[src/rtl/spi_flash_pkg.sv]
// Shared SPI flash definitions: RDID opcode, responder states
// and default JEDEC ID bytes.
package spi_flash_pkg;

    localparam logic [7:0] CMD_RDID     = 8'h9F;

    localparam logic [7:0] DEF_MFG_ID   = 8'h20;
    localparam logic [7:0] DEF_MEM_TYPE = 8'h20;
    localparam logic [7:0] DEF_MEM_CAP  = 8'h15;

    localparam int         BIT_CNT_W    = 6;
    localparam logic [5:0] CNT_CMD_LAST = 6'd7;
    localparam logic [5:0] CNT_ID_END   = 6'd32;

    typedef enum logic [1:0] {
        S_IDLE,
        S_CMD,
        S_ID_OUT,
        S_IGNORE
    } state_t;

endpackage

[src/rtl/spi_pin_sync.sv]
// Two-flop synchronizer for one asynchronous pin, with a third
// stage so rising and falling edges can be detected.
module spi_pin_sync #(
    parameter logic RST_VAL = 1'b0
) (
    input  logic clk,
    input  logic reset,
    input  logic i_pin,
    output logic o_sync,
    output logic o_rise,
    output logic o_fall
);

    logic r_s1;
    logic r_s2;
    logic r_s3;

    // Synchronizer chain plus edge-detect history stage
    always_ff @(posedge clk or posedge reset) begin
        if (reset) begin
            r_s1 <= RST_VAL;
            r_s2 <= RST_VAL;
            r_s3 <= RST_VAL;
        end else begin
            r_s1 <= i_pin;
            r_s2 <= r_s1;
            r_s3 <= r_s2;
        end
    end

    assign o_sync = r_s2;
    assign o_rise = r_s2 & ~r_s3;
    assign o_fall = ~r_s2 & r_s3;

endmodule

[src/rtl/spi_rdid_responder.sv]
// Flash-side SPI responder answering JEDEC RDID (0x9F) with
// three configurable ID bytes; all pins oversampled by clk.
module spi_rdid_responder
    import spi_flash_pkg::*;
#(
    parameter logic [7:0] MFG_ID   = DEF_MFG_ID,
    parameter logic [7:0] MEM_TYPE = DEF_MEM_TYPE,
    parameter logic [7:0] MEM_CAP  = DEF_MEM_CAP
) (
    input  logic       clk,
    input  logic       reset,
    input  logic       SPICLK,
    input  logic       SPIMOSI,
    input  logic       chip_select,
    output logic       SPIMISO,
    output logic       miso_oe,
    output logic [7:0] cmd_byte,
    output logic       cmd_valid,
    output logic       rdid_done,
    output logic       busy
);

    logic w_sclk_unused;
    logic w_sclk_rise;
    logic w_sclk_fall;
    logic w_mosi_s;
    logic w_mosi_rise_unused;
    logic w_mosi_fall_unused;
    logic w_cs_s;
    logic w_cs_rise_unused;
    logic w_cs_fall;

    spi_pin_sync #(.RST_VAL(1'b0)) u_sclk_sync (
        .clk    (clk),
        .reset  (reset),
        .i_pin  (SPICLK),
        .o_sync (w_sclk_unused),
        .o_rise (w_sclk_rise),
        .o_fall (w_sclk_fall)
    );

    spi_pin_sync #(.RST_VAL(1'b0)) u_mosi_sync (
        .clk    (clk),
        .reset  (reset),
        .i_pin  (SPIMOSI),
        .o_sync (w_mosi_s),
        .o_rise (w_mosi_rise_unused),
        .o_fall (w_mosi_fall_unused)
    );

    spi_pin_sync #(.RST_VAL(1'b1)) u_cs_sync (
        .clk    (clk),
        .reset  (reset),
        .i_pin  (chip_select),
        .o_sync (w_cs_s),
        .o_rise (w_cs_rise_unused),
        .o_fall (w_cs_fall)
    );

    state_t                 r_state;
    state_t                 w_next;
    logic [BIT_CNT_W-1:0]   r_bit_cnt;
    logic [7:0]             r_cmd_sr;
    logic [23:0]            r_resp;
    logic                   r_done_seen;
    logic                   r_miso;
    logic                   r_oe;
    logic [7:0]             r_cmd_byte;
    logic                   r_cmd_valid;
    logic                   r_rdid_done;

    logic [7:0]             w_cmd_word;
    logic                   w_byte_done;

    assign w_cmd_word  = {r_cmd_sr[6:0], w_mosi_s};
    assign w_byte_done = (r_state == S_CMD) && !w_cs_s &&
                         w_sclk_rise && (r_bit_cnt == CNT_CMD_LAST);

    // State register
    always_ff @(posedge clk or posedge reset) begin
        if (reset) begin
            r_state <= S_IDLE;
        end else begin
            r_state <= w_next;
        end
    end

    // Next state; deselect overrides any SPICLK edge
    always_comb begin
        w_next = r_state;
        if (w_cs_s) begin
            w_next = S_IDLE;
        end else begin
            unique case (r_state)
                S_IDLE: begin
                    if (w_cs_fall) begin
                        w_next = S_CMD;
                    end
                end
                S_CMD: begin
                    if (w_byte_done) begin
                        w_next = (w_cmd_word == CMD_RDID) ? S_ID_OUT
                                                          : S_IGNORE;
                    end
                end
                S_ID_OUT: w_next = S_ID_OUT;
                S_IGNORE: w_next = S_IGNORE;
            endcase
        end
    end

    // Command capture, ID shift-out, counter and registered outputs
    always_ff @(posedge clk or posedge reset) begin
        if (reset) begin
            r_bit_cnt   <= '0;
            r_cmd_sr    <= 8'h00;
            r_resp      <= 24'h0;
            r_done_seen <= 1'b0;
            r_miso      <= 1'b0;
            r_oe        <= 1'b0;
            r_cmd_byte  <= 8'h00;
            r_cmd_valid <= 1'b0;
            r_rdid_done <= 1'b0;
        end else begin
            r_cmd_valid <= 1'b0;
            r_rdid_done <= 1'b0;
            if (w_cs_s) begin
                r_miso <= 1'b0;
                r_oe   <= 1'b0;
            end else begin
                case (r_state)
                    S_IDLE: begin
                        if (w_cs_fall) begin
                            r_bit_cnt   <= '0;
                            r_done_seen <= 1'b0;
                        end
                    end
                    S_CMD: begin
                        if (w_sclk_rise) begin
                            r_cmd_sr  <= w_cmd_word;
                            r_bit_cnt <= r_bit_cnt + 1'b1;
                        end
                        if (w_byte_done) begin
                            r_cmd_byte  <= w_cmd_word;
                            r_cmd_valid <= 1'b1;
                            r_resp      <= {MFG_ID, MEM_TYPE, MEM_CAP};
                            r_oe        <= (w_cmd_word == CMD_RDID);
                        end
                    end
                    S_ID_OUT: begin
                        if (w_sclk_fall) begin
                            if (r_bit_cnt < CNT_ID_END) begin
                                r_miso    <= r_resp[23];
                                r_resp    <= {r_resp[22:0], 1'b0};
                                r_bit_cnt <= r_bit_cnt + 1'b1;
                            end else begin
                                r_miso <= 1'b0;
                                if (!r_done_seen) begin
                                    r_rdid_done <= 1'b1;
                                    r_done_seen <= 1'b1;
                                end
                            end
                        end
                    end
                    default: begin
                        r_miso <= 1'b0;
                        r_oe   <= 1'b0;
                    end
                endcase
            end
        end
    end

    assign SPIMISO   = r_miso;
    assign miso_oe   = r_oe;
    assign cmd_byte  = r_cmd_byte;
    assign cmd_valid = r_cmd_valid;
    assign rdid_done = r_rdid_done;
    assign busy      = ~w_cs_s;

endmodule

[config.mk]
export PLATFORM = sky130hd
export DESIGN_NAME = spi_rdid_responder
export DESIGN_NICKNAME = d
export VERILOG_FILES = /design/src/rtl/spi_flash_pkg.sv /design/src/rtl/spi_pin_sync.sv /design/src/rtl/spi_rdid_responder.sv
export SDC_FILE = /design/constraint.sdc
export NUM_CORES = 1
export LEC_CHECK = 0
export CORE_MARGIN = 2
export CORE_UTILIZATION = 40
export DETAILED_ROUTE_END_ITERATION = 7
export MAX_ROUTING_LAYER = met4
export PLACE_DENSITY_LB_ADDON = 0.05
export SLEW_MARGIN = 10
export SYNTH_ARGS = -nofsm -noshare
export SYNTH_HDL_FRONTEND = slang
export SYNTH_SLANG_ARGS = --single-unit
[constraint.sdc]
create_clock -name clk -period 2 [get_ports clk]
set_input_delay 0.6 -clock clk [delete_from_list [all_inputs] [get_ports clk]]
set_output_delay 0.6 -clock clk [all_outputs]
set_load 0.005 [all_outputs]
==> results by group <==
Cells and area
  • Nets: 290
  • Top library cells by usage in the layout, fill and taps aside: 57 x sky130_fd_sc_hd__dfrtp_1, 27 x sky130_fd_sc_hd__nand2_1, 25 x sky130_fd_sc_hd__inv_1, 25 x sky130_fd_sc_hd__buf_4, 23 x sky130_fd_sc_hd__mux2i_1
  • Number of antenna cells inserted: 0
  • Layout Utilization: 50.9%
  • Non-filler cells, final: 364
  • Final design instance area without fill: 3400 um^2
  • Synth-to-Final Area Change: 24.6%
  • Fraction of layout instances using a drive strength above 1: 22.5%
  • Commonest non-fill, non-tap cell in the layout: sky130_fd_sc_hd__dfrtp_1
  • Total of fill cells in the finished design: 627

Place
  • Port buffer count: 17
  • Cell total after placement: 343
  • Routability congestion estimate from global placement: 0.834
  • Minimum setup slack after placement: -0.107 ns
  • Cell area after placement: 3140 um^2
  • HPWL reported at the end of detailed placement: 3.18 mm

Timing
  • Sum of negative setup slack: -0.466 ns
  • Slew Viols, Final: 0
  • Final hold viol count: 0
  • Headroom to the max-slew limit: 78.3%
  • Maximum operating frequency: 487 MHz
  • Post-route minimum period: 2.06 ns
  • Final clock skew: 0.00894 ns
  • Count of endpoints failing setup in the final report: 19
  • Actual transition at the worst max-transition pin: 0.322 ns
  • Minimum setup slack in the final design: -0.0553 ns
  • Unrepaired setup endpoints after global routing: yes
  • Share of the cycle needed by the critical path after routing: 103%
  • Worst hold slack: 0.358 ns

Global routing
  • Antenna violations before repair: 0
  • Largest net degree at the start of global routing: 37
  • GRT Overall Usage: 15.2%
  • Remaining global-route overflow: 0
  • Vias in the first global route: 1,778
  • Wire length of the first global-routing pass: 8.36 mm

Synth
  • Warnings, synthesis: 0
  • Share of flip-flops with an asynchronous set or reset: 100%
  • Distinct cell type count of the synthesized netlist: 44
  • Register area share after synthesis: 55.2%
  • Register bit total from synthesis: 60
  • Leading register cell type out of synthesis: sky130_fd_sc_hd__dfrtp_1
  • Synthesized area: 2730 um^2
  • Number of enable flip-flop cells after synthesis: 0
  • Net Count, Synth: 239
  • Syn avg cell area: 11.9 um^2
  • Cell count after synthesis: 229

Routing
  • Residual antenna-violating net count after detailed routing: 0
  • Post-detailed-route DRC marker count: 0
  • Vias after detailed routing: 1,764
  • Wire length per cell: 13.4 um
  • Number of detailed-route iterations in the first pass: 4
  • Routed wire length: 4.87 mm
  • DRC violation total after the first TritonRoute iteration: 78
  • Vias per cell: 4.85

Worst setup path
  • Data arrival time of the critical path: 2.28 ns
  • Kind of launch point of the worst setup path: flop
  • CP Capture Type: flop
  • Worst Path Class, Setup: reg2reg
  • Data required time at the worst endpoint: 2.22 ns
  • CP max FO: 7

CTS
  • Number of H-tree levels: 3
  • Insertion delay of the later-clocked pin in the worst-skew pair: 0.34 ns
  • Clock Sink Count: 60
  • Root buffer cell: sky130_fd_sc_hd__clkbuf_8
  • Hold-fix buffers, CTS: 0
  • Maximum number of buffers from clock root to sink: 2
  • Clock transition at the registers of the reported paths: 0.07 ns
  • Number of buffers created by CTS: 9
  • CTS tree: built

Pwr
  • Maximum vdd ir drop: 0.000456 V
  • Pwr Density: 1040 nW/um^2
  • Overall power: 3.54 mW
  • Leakage power summed over all cells: 1.50 nW

Flow run
  • Maximum capacitance violations: 0

Floorplanning
  • Row count: 30
  • Overall die area: 7500 um^2
  • IO Pins: 18
  • Placeable core region: 6680 um^2
  • Die outline width: 86.6 um
  • Chip Height: 86.6 um
  • Initial Utilization: 40.8%

Hold path
  • Hold Crit Class: reg2reg

Status
  • Violations in the final reports: negative setup slack
  • Result of the run: finished, violations left
-- path summary, 6_finish.rpt --
check                      cells after the start            endpoint  slack [ns]             start
max                                            6          r_resp[21]       -0.06        r_state[1]
min                                            0  u_mosi_sync.o_sync        0.36  u_mosi_sync.r_s1
max reg2reg                                    6          r_resp[21]       -0.06        r_state[1]
min reg2reg                                    0  u_mosi_sync.o_sync        0.36  u_mosi_sync.r_s1
max in group asynchronous                      3         r_done_seen        1.04             reset
min in group asynchronous                      3         r_cmd_sr[1]        0.66             reset
-- cell type report --
type / count / area [um^2] / area share (%)
clock buffers: 10 / 128 / 3.76
clock inverters: 5 / 30.0 / 0.884
inverters: 28 / 109 / 3.20
multi-input cells: 131 / 1050 / 30.9
flip-flops and latches: 60 / 1510 / 44.3
well taps: 80 / 100 / 2.95
repair buffers: 50 / 478 / 14.1
-- power by group --
part           leakage [nW]  total, mW  internal (mW)  switching (mW)
Clock                0.0779      0.898          0.435           0.463
Combinational         0.625       1.14          0.561           0.576
Sequential            0.795       1.50           1.39           0.118
-- critical path: stages (launching register included) --
cell and delay (ns):
sky130_fd_sc_hd__dfrtp_1 0.40, sky130_fd_sc_hd__inv_2 0.05, sky130_fd_sc_hd__ha_2 0.20, sky130_fd_sc_hd__or4b_4 0.49
sky130_fd_sc_hd__a221oi_4 0.33, sky130_fd_sc_hd__buf_6 0.18, sky130_fd_sc_hd__mux2_4 0.29
-- per-layer routing --
layer	global-route usage (%)	vias to the layer above	routed length (um)
met5	-	-	0
met4	8.10	0	118
met3	3.71	9	113
met2	21.3	19	2120
met1	20.5	853	2510
li1	-	883	-
-- synth_stat cells (2+ instances only) --
master	instances	area, um^2
sky130_fd_sc_hd__a21oi_1	2	10.0
sky130_fd_sc_hd__a22o_1	2	17.5
sky130_fd_sc_hd__buf_2	3	15.0
sky130_fd_sc_hd__buf_6	3	33.8
sky130_fd_sc_hd__buf_8	2	30.0
sky130_fd_sc_hd__dfrtp_1	57	1430
sky130_fd_sc_hd__dfstp_2	3	78.8
sky130_fd_sc_hd__ha_1	5	62.6
sky130_fd_sc_hd__inv_1	28	105
sky130_fd_sc_hd__mux2_1	15	169
sky130_fd_sc_hd__mux2_4	4	60.1
sky130_fd_sc_hd__mux2i_1	23	230
sky130_fd_sc_hd__nand2_1	27	101
sky130_fd_sc_hd__nand2b_1	3	18.8
sky130_fd_sc_hd__nand3_1	7	35.0
sky130_fd_sc_hd__nand4_1	2	12.5
sky130_fd_sc_hd__nor2_1	9	33.8
sky130_fd_sc_hd__nor3_1	4	20.0
sky130_fd_sc_hd__nor4b_1	2	17.5
sky130_fd_sc_hd__o211ai_1	3	22.5
sky130_fd_sc_hd__o221ai_1	2	17.5
-- repair_timing --
action | 4_1_cts | 5_1_grt
resized for setup | 9 | 3
pin swaps | 2 | 1
setup buffers | 3 | 2
endpoints found under the setup margin | 24 | 33
gates cloned | 0 | 1
-- logic make-up (layout without fill, tap and decap cells) --
kind of cell / Yosys count / after routing / share of synthesized area, %
DFF: 60 / 60 / 55.2
buffers and inverters: 38 / 93 / 7.20
and+or+nand+nor: 65 / 65 / 12.4
adders and majority gates: 5 / 5 / 2.29
muxes: 42 / 42 / 16.8
AOI/OAI and AO/OA: 19 / 19 / 6.06
-- registers in the layout, summed over array words and instances, names as in the netlist, 2 cells and up --
name       flops
r_bit_cnt      6
r_cmd_sr       7
cmd_byte       8
r_resp        24
r_state        2
Note: power is estimated with default switching activity, not from simulation.
